File: src/rtl/range_match_stream.sv
// Single-stage streaming classifier: tags each accepted word with a mask of
// the programmable inclusive ranges it falls in and counts delivered hits.
module range_match_stream #(
    parameter int WIDTH      = 3,
    parameter int NUM_RANGES = 4,
    parameter int CNT_W      = 16,
    parameter int DEF_LO     = 4,
    parameter int DEF_HI     = 6,
    localparam int IDX_W     = (NUM_RANGES > 1) ? $clog2(NUM_RANGES) : 1
) (
    input  logic                  clk,
    input  logic                  rst_n,
    input  logic                  cfg_we,
    input  logic [IDX_W-1:0]      cfg_idx,
    input  logic [WIDTH-1:0]      cfg_lo,
    input  logic [WIDTH-1:0]      cfg_hi,
    input  logic                  cfg_en,
    input  logic                  in_valid,
    output logic                  in_ready,
    input  logic [WIDTH-1:0]      in_data,
    output logic                  out_valid,
    input  logic                  out_ready,
    output logic [WIDTH-1:0]      out_data,
    output logic                  out_hit,
    output logic [NUM_RANGES-1:0] out_mask,
    input  logic                  cnt_clr,
    output logic [CNT_W-1:0]      hit_cnt
);

    localparam logic [CNT_W-1:0] CNT_MAX = '1;

    logic [WIDTH-1:0]      lo_q [NUM_RANGES];
    logic [WIDTH-1:0]      hi_q [NUM_RANGES];
    logic [NUM_RANGES-1:0] en_q;
    logic [NUM_RANGES-1:0] match;
    logic                  accept;
    logic                  deliver;

    assign in_ready = !out_valid || out_ready;
    assign accept   = in_valid && in_ready;
    assign deliver  = out_valid && out_ready;

    // NOTE: the range table is a handful of flops with defined reset contents,
    // so it is reset like any other register rather than treated as a RAM.
    always_ff @(posedge clk or negedge rst_n) begin
        if (!rst_n) begin
            for (int i = 0; i < NUM_RANGES; i++) begin
                lo_q[i] <= (i == 0) ? WIDTH'(DEF_LO) : '0;
                hi_q[i] <= (i == 0) ? WIDTH'(DEF_HI) : '0;
            end
            en_q <= NUM_RANGES'(1);
        end else if (cfg_we) begin
            // Indices beyond the table match no entry and are dropped.
            for (int i = 0; i < NUM_RANGES; i++) begin
                if (cfg_idx == IDX_W'(i)) begin
                    lo_q[i] <= cfg_lo;
                    hi_q[i] <= cfg_hi;
                    en_q[i] <= cfg_en;
                end
            end
        end
    end

    // NOTE: every always_comb output gets a default first so no path can
    // leave it unassigned and infer a latch.
    always_comb begin
        match = '0;
        for (int i = 0; i < NUM_RANGES; i++) begin
            match[i] = en_q[i] && (lo_q[i] <= in_data) && (in_data <= hi_q[i]);
        end
    end

    // NOTE: sequential state uses non-blocking assignments so every register
    // samples pre-edge values, which also makes a same-edge cfg write invisible
    // to the word being classified.
    always_ff @(posedge clk or negedge rst_n) begin
        if (!rst_n) begin
            out_valid <= 1'b0;
            out_data  <= '0;
            out_mask  <= '0;
            out_hit   <= 1'b0;
        end else if (accept) begin
            out_valid <= 1'b1;
            out_data  <= in_data;
            out_mask  <= match;
            out_hit   <= |match;
        end else if (deliver) begin
            out_valid <= 1'b0;
        end
    end

    always_ff @(posedge clk or negedge rst_n) begin
        if (!rst_n) begin
            hit_cnt <= '0;
        end else if (cnt_clr) begin
            hit_cnt <= '0;
        end else if (deliver && out_hit && (hit_cnt != CNT_MAX)) begin
            hit_cnt <= hit_cnt + 1'b1;
        end
    end

endmodule

File: config.mk
export PLATFORM = sky130hd
export DESIGN_NAME = range_match_stream
export DESIGN_NICKNAME = d
export VERILOG_FILES = /design/src/rtl/range_match_stream.sv
export SDC_FILE = /design/constraint.sdc
export NUM_CORES = 1
export LEC_CHECK = 0
export ABC_AREA = 1
export CAP_MARGIN = 20
export CORE_MARGIN = 2
export CORE_UTILIZATION = 34
export CTS_CLUSTER_SIZE = 14
export DETAILED_ROUTE_END_ITERATION = 16
export GPL_TIMING_DRIVEN = 0
export PLACE_DENSITY = 0.54
export RECOVER_POWER = 25
export SLEW_MARGIN = 20
export SYNTH_ARGS = -nofsm -noshare
export SYNTH_HDL_FRONTEND = slang
export SYNTH_SLANG_ARGS = --single-unit
File: constraint.sdc
create_clock -name clk -period 1.6 [get_ports clk]
set_clock_uncertainty 0.15 [all_clocks]
set_input_delay 0.32 -clock clk [delete_from_list [all_inputs] [get_ports clk]]
set_output_delay 0.32 -clock clk [all_outputs]
set_load 0.03 [all_outputs]
# Word level (Yosys, flattened, before mapping)
# Cells that the tools add are included.
# word_totals
regBits,53
elab_cells,56
in_bits,18
# classes
muxes,4
n_eq_ne,4
add_sub_neg,1
n_reduce_logical,22
order_cmp,8
# ops
operator,count
$mux W16,2
$le A3 B3 Y1,8
$add A16 B1 Y16 const B,1
$ne A16 B16 Y1 const B,1
$logic_and A1 B1 Y1,12
$reduce_and A2 Y1,4
$eq A2 B2 Y1 const B,2
$reduce_bool A2 Y1,2
$reduce_or A4 Y1,1
$eq A2 B1 Y1 const B,1
$logic_not A2 Y1,1
$mux W1,2
$logic_not A1 Y1,1
$logic_or A1 B1 Y1,1

# Longest topological paths before layout
# depth
word_depth,5
ltp_mapped,10
mapped_depth_nobuf,10

# Worst setup path after synthesis
# No wires, ideal clock.
# synth_timing
path_type,register to register
startpoint,reg hit_cnt[0]
endpoint,reg hit_cnt[9]
period_less_slack_ns,1.891
path_stages_with_launch,11
setup_slack_ns,-0.291
t_arrival_ns,1.676
setup_time_ns,0.066
path_buffers,1
t_required_ns,1.384
cell_sequence,dfrtp_1 -> ha_1 -> nand3_2 -> nor3_4 -> inv_2 -> nor2_4 -> nor2_2 -> nor2_4 -> buf_6 -> nand2_1 -> nand2_1
# synth_between
elab_chain_cells,3
# synth_rtl
item,line_no,text
from (decl),27,output logic [CNT_W-1:0] hit_cnt
from (signal assigned),98,hit_cnt <= hit_cnt + 1'b1;
$add A16 B1 Y16 / $ne A16 B16 Y1 (equally long branches),"98, 97",
$mux W16 / $logic_and A1 B1 Y1 (equally long branches),97,end else if (deliver && out_hit && (hit_cnt != CNT_MAX)) begin
$mux W16 / $reduce_bool A2 Y1 (equally long branches),-,
# Parallel ways exist; a longest one is shown, timed or not. The select of a mux whose other input is x is not followed.
# A chain may end at the register's enable or synchronous reset.

# Worst setup path after layout
# layout_timing
startpoint,reg hit_cnt[1]
endpoint,reg hit_cnt[9]
# Same word-level chain as after synthesis.

==> results.md <==
- Status: finished, violations left
- Violated checks: setup timing
- DIE HEIGHT: 97.1 um
- Placement row count: 33
- Avg Inst Size Synth: 8.10 um2
- Setup TNS: -146 ps
- DR WL/cell: 13.7 um
- Clock transition at the registers of the reported paths: 100 ps
- Seq cells post-synth: 53
- CTS tree: yes
- H-tree levels: 2
- CP Data Arrival Time: 1730 ps
- Final setup fails: 12
- DRT Wirelength: 7.38 mm
- DRC: 0
- Leakage power: 1.88 nW
- Mapped cell area: 2950 um2
- Final period util: 102%
- Syn-to-layout area delta: 29.8%
- PwrDens: 856 nW/um2
- Hold depth: 3
- Remaining Overflow, GRT: 0
- Min-Delay Path Class: in2reg
- Skew-Pair Late Insertion Delay: 300 ps
- Pins over their slew limit: 0
- Ys flop type: dfrtp_1
- Worst setup SP type: register
- Delay-heaviest family, CP: simple AND/OR/NAND/NOR gates
- Die area: 9430 um2
- Largest net degree at the start of global routing: 54
- Measured slew at the worst slew-check pin: 771 ps
- CTS buffer count: 5
- Max Clk Rate: 614 MHz
- Area after DPL: 3530 um2
- Synth Instances: 364
- Initial antenna violation count: 0
- Vias in the first global route: 2,465
- Buf/Inv on CP: 2
- Reg2reg start: hit_cnt[1]
- Share of layout cells above drive strength 1: 22.9%
- Die Width: 97.1 um
- Final Hold Vio Count: 0
- Crit-path max cell delay: 400 ps
- Tmin final: 1630 ps
- IR drop worst, VDD: 0.422 mV
- Clk root buf: clkbuf_8
- Hold path endpoint: out_data[0]
- Post-route setup slack: -28.0 ps
- Worst Reg-to-Reg Cells: 10
- Distinct cells, synth: 25
- Unrepaired setup endpoints after global routing: true
- Synth warnings: 0
- Fin nets: 474
- Router iterations before antenna repair: 4
- Port Buffer Count: 43
- Routed vias/inst: 4.82
- First-pass GRT wire length: 12.2 mm
- Most common cell after layout, fill and taps aside: nand2_1
- Sequential share of the synthesized area: 45.2%
- Number of I/O pins: 44
- FF-to-FF End: hit_cnt[9]
- Clock Tree Buf Depth: 2
- Critical path cell sequence: ha_4, nand3_4, nor3_4, inv_2, nor2_4, nor2_4, nor2_4, buf_6, nand2_1, nand2_1
- CP max-delay cell: dfrtp_2
- Total global-route track usage: 16.0%
- Max_cap viols: 0
- Ant. Diodes: 0
- Synth async-reset ratio: 100%
- R2R Setup Slk: -30 ps
- Starting Density: 35.5%
- GPL Wtd Cong: 0.812
- Max_slew headroom: 48.6%
- Iteration-0 DRC Markers: 79
- Syn nets: 407
- Number of synthesized flops with an enable pin: 0
- Most frequent cells in the layout: nand2_1 (92), dfrtp_1 (40), inv_1 (35)
- CP Max Fanout: 5
- Final Cell Area: 3830 um2
- Placed wire-length estimate: 5.22 mm
- ANT nets after route: 0
- Worst EP required: 1700 ps
- Most common cell on crit path: nor2_4
- CP endpoint kind: register
- DR vias: 2,589
- Sink Count: 53
- Worst Min Path Start: in_data[0]
- Class of the most critical setup path: reg2reg
- Core ar.: 8300 um2
## cells by family (layout without fill, tap and decap cells)
family	count (synthesis)	count (layout)	share of synthesized area (%)
buffers and inverters	49	117	6.54
AND/OR/NAND/NOR	183	183	27.8
adder cells (fa/ha/maj)	25	25	10.6
XOR/XNOR	5	5	1.49
AO/OA/AOI/OAI	49	49	8.40
flip-flops	53	53	45.2
## worst max path at each step
stage / from / to / depth (start not counted) / slack, ps
4_1_cts: hi_q[11] / out_hit / 9 / -80
5_1_grt: hit_cnt[14] / hit_cnt[9] / 9 / -130
6_report: hit_cnt[1] / hit_cnt[9] / 10 / -30
3_3_place_gp: rst_n / hit_cnt[0] / 1 / -1950
3_5_place_dp: in_data[1] / out_hit / 10 / -850
2_1_floorplan: hit_cnt[0] / hit_cnt[9] / 10 / -90
## synth_stat cells (2+ instances only)
library cell	n	area, um2
nand3_1	32	160
o21ai_0	39	195
nor2_1	18	67.6
nand2_1	106	398
inv_1	40	150
clkbuf_1	5	18.8
a21oi_1	9	45.0
nor3_1	3	15.0
ha_1	25	313
xor2_1	5	43.8
nand3b_1	4	30.0
dfrtp_1	49	1230
nor2_4	2	22.5
dfstp_2	4	105
nand4_1	12	75.1
or2_2	2	12.5
## report_power, final
| part | internal (W) | leakage, nW | total [W] | switching, W |
|---|---|---|---|---|
| clock network | 0.000310 | 0.0374 | 0.000774 | 0.000464 |
| registers | 0.00151 | 0.662 | 0.00161 | 0.0000978 |
| logic | 0.000359 | 1.18 | 0.000895 | 0.000536 |
| total | 0.00218 | 1.88 | 0.00328 | 0.00110 |
## layout make-up
type	instances	area, um2
buffer	8	51.3
clock buffer	6	72.6
clock inverter	2	15.0
fill	826	4470
inverter	41	154
multi-input combinational	262	1550
sequential	53	1340
tap	105	131
timing repair buffer	60	512
## worst register-to-register path: stages (launching register included)
cell	delay, ps
dfrtp_2	400
ha_4	150
nand3_4	70
nor3_4	170
inv_2	60
nor2_4	110
nor2_4	50
nor2_4	140
buf_6	160
nand2_1	50
nand2_1	60
## repair_timing
action	CTS	global route
pin swaps	3	13
cloned	1	0
setup buffers	8	7
hold buffers	1	0
gates resized for setup	73	65
hold endpoints to repair	49	0
setup endpoints to repair	46	58
## sequential cells by signal (all words and copies together) (netlist names)
register   cells
out_hit        1
out_data       3
lo_q          12
hi_q          12
out_mask       4
out_valid      1
hit_cnt       16
en_q           4
## stage by stage
stage | hold WS (ps) | cells | util, % | setup slack (ps) | power [W]
3_3_place_gp | 319 | 512 | 42.6 | -1950 | 0.00246
3_5_place_dp | 275 | 512 | 42.6 | -855 | 0.00248
2_1_floorplan | -126 | 364 | - | -89.6 | 0.00215
4_1_cts | 350 | 530 | 44.7 | -84.9 | 0.00327
5_1_grt | 345 | 537 | 46.1 | -131 | 0.00351
6_report | 334 | 537 | 46.1 | -28.0 | 0.00328
## per-layer routing
metal | wire length [um] | GRT usage, % | vias to the layer above
li1 | - | - | 1330
met1 | 3520 | 21.4 | 1222
met2 | 3610 | 27.5 | 35
met3 | 215 | 2.59 | 2
met4 | 40 | 3.25 | 0
met5 | 0 | 0 | -
Note: power is estimated with default switching activity, not from simulation.
==> variant, RTL diff (config.mk and constraints unchanged) <==
Add an input register stage for `cfg_hi`, without a reset; this delays it by one clock. The other inputs are not delayed to match.
--- a/src/rtl/range_match_stream.sv
+++ b/src/rtl/range_match_stream.sv
@@ -31,2 +31,8 @@
 
+    logic [WIDTH-1:0] cfg_hi_q;
+
+    always_ff @(posedge clk) begin
+        cfg_hi_q <= cfg_hi;
+    end
+
     logic [WIDTH-1:0]      lo_q [NUM_RANGES];
@@ -56,3 +62,3 @@
                     lo_q[i] <= cfg_lo;
-                    hi_q[i] <= cfg_hi;
+                    hi_q[i] <= cfg_hi_q;
                     en_q[i] <= cfg_en;
Formal check against the unedited RTL: not equivalent (Yosys sat finds a counterexample within 4 cycles, from zero or initial values and one cycle with rst_n low).
==> variant against the unedited design <==
Worst hold slack worse by 33 ps. Routed wire length up 3.8%. Synthesized area up 2.6%. Power up 2.5%. Design area up 4.5%. Largest power group unchanged. Sequential cell count up 3. The run still ends with negative setup slack left. Setup slack worse by 14 ps.
==> variant: results (changes against the unedited design) <==
[outcome]
status = finished with violations  ; unchanged
violations = negative setup slack  ; unchanged

[global_routing]
grt_pass1_vias = 2729  ; was 2465
grt_first_pass_wirelength_um = 12800  ; was 12200 um
track_usage_pct = 16.1  ; was 16.0%
grt_max_degree = 54  ; unchanged
antenna_found_initial = 0  ; unchanged

[sta]
setup-violations-final = 12  ; unchanged
layout_setup_ws_ps = -42.4  ; was -28.0 ps
tightest_slew_ps = 748  ; was 771 ps

[cts]
cts_buffers = 5  ; unchanged
clock_path_buffers = 2  ; unchanged
h-tree-depth = 2  ; unchanged
clk_latency_ps = 300  ; about the same
cts.reportedPaths.clkPinSlew_ps = 100  ; about the same
cts-root-buf = clkbuf_8  ; unchanged

[finish]
top_register = hit_cnt  ; unchanged
drive_gt1_share_pct = 27.6  ; was 22.9%
nets = 488  ; was 474
reg_top3 = hit_cnt: 16 flops, hi_q: 12 flops, lo_q: 12 flops  ; unchanged
n_antenna_cell = 0  ; unchanged
num-fill-cells = 864  ; was 826

[yosys]
netlist_top_cells_area = dfrtp_1 41%, nand2_1 13%, ha_1 10%  ; was dfrtp_1 42%, nand2_1 13%, ha_1 11%
yosysUniqueCellTypes = 28  ; was 25
synth_nets = 414  ; was 407
ys_seq_area_share_pct = 46.0  ; was 45.2%
yosysWarningCount = 0  ; unchanged
async_reset_ff_share_pct = 94.6  ; was 100%
synthTopCellsByCount = 106 x nand2_1, 49 x dfrtp_1, 41 x inv_1  ; was 106 x nand2_1, 49 x dfrtp_1, 40 x inv_1

[min_path]
hold_class = in2reg  ; unchanged

[placed_design]
dp_hpwl_um = 5330  ; was 5220 um
pre_cts_ws_ps = -793  ; was -855 ps
gp_congestion = 0.885  ; was 0.812
port_buffers = 43  ; unchanged

[drt]
totalWireLength_um = 7660  ; was 7380 um
drt-initial-drc-count = 91  ; was 79
vias_per_cell = 4.99  ; was 4.82
dr.pass1.iters = 4  ; unchanged

[worst_setup_path]
cp_max_fo = 4  ; was 5
path_delay_family = flip-flops  ; was simple AND/OR/NAND/NOR gates
critPathMaxStageDelay_ps = 440  ; was 400 ps
crit_slowest_cell = dfrtp_2  ; unchanged

[pwr]
power.leakage_nw = 1.98  ; was 1.88 nW
ir_drop_v = 0.000360  ; was 0.000422 V
swShare_pct = 32.7  ; was 33.5%

variant: path summary, 6_finish.rpt:
path | start | endpoint | slack [ps] | depth (start not counted)
max reg2reg | hit_cnt[12] | hit_cnt[1] | -40 | 9
min in group asynchronous | rst_n | out_valid | 490 | 2
min reg2reg | hi_q[4] | hi_q[4] | 340 | 2
max | hit_cnt[10] | hit_cnt[10] | -40 | 2
max in group asynchronous | rst_n | hit_cnt[8] | 290 | 2
min | in_data[1] | out_data[1] | 300 | 3
variant: cells by family after synthesis:
| kind of cell | synth area share [%] |
|---|---|
| flops | 46.0 |
| buf+inv | 6.87 |
| compound gates | 8.19 |
| simple gates | 27.7 |
| fa+ha+maj | 10.3 |
| xor+xnor | 0.869 |
variant: worst min-delay path, cell delays in order:
cell and delay [ps]:
buf_2 170, inv_2 130, o21ai_0 100
variant: layout make-up:
| cell class | count | area [um2] | area share, % |
|---|---|---|---|
| sequential | 56 | 1410 | 35.2 |
| timing repair buffer | 67 | 569 | 14.2 |
| multi-input combinational | 262 | 1580 | 39.6 |
| buffer | 8 | 50.0 | 1.25 |
| inverter | 45 | 171 | 4.29 |
| clock inverter | 1 | 5.00 | 0.125 |
| tap | 108 | 135 | 3.38 |
| clock buffer | 7 | 76.3 | 1.91 |
variant: stage by stage:
stage	cells	hold slack, ps	area (um2)	TNS [ps]	power, W
after global placement	522	318	3630	-103710	0.00254
after floorplan	371	-126	3060	-333	0.00223
after detailed placement	522	269	3620	-15020	0.00256
final	554	301	4000	-248	0.00336
after CTS	546	288	3890	-926	0.00338
after global routing	554	330	4000	-1500	0.00360
variant: repair_timing:
item | 4_1_cts | 5_1_grt
gates resized for setup | 92 | 55
gates cloned | 1 | 0
endpoints found under the setup margin | 45 | 42
hold endpoints to repair | 49 | 0
hold buffers | 1 | 0
setup buffers | 14 | 8
pin swaps | 12 | 9
variant: metal layers:
metal	vias to the layer above	track usage, %	routed length, um
li1	1374	-	-
met4	0	4.64	175
met5	-	0	0
met2	75	28.2	3710
met1	1297	20.6	3460
met3	17	2.51	317
variant: power groups by stage:
stage	Clock [W]	Combinational, W	Sequential [W]
after global placement	0	0.000823	0.00171
after detailed placement	0	0.000848	0.00172
final	0.000761	0.000908	0.00169
after CTS	0.000803	0.000888	0.00168
after global routing	0.000853	0.00103	0.00171
after floorplan	0	0.000448	0.00179
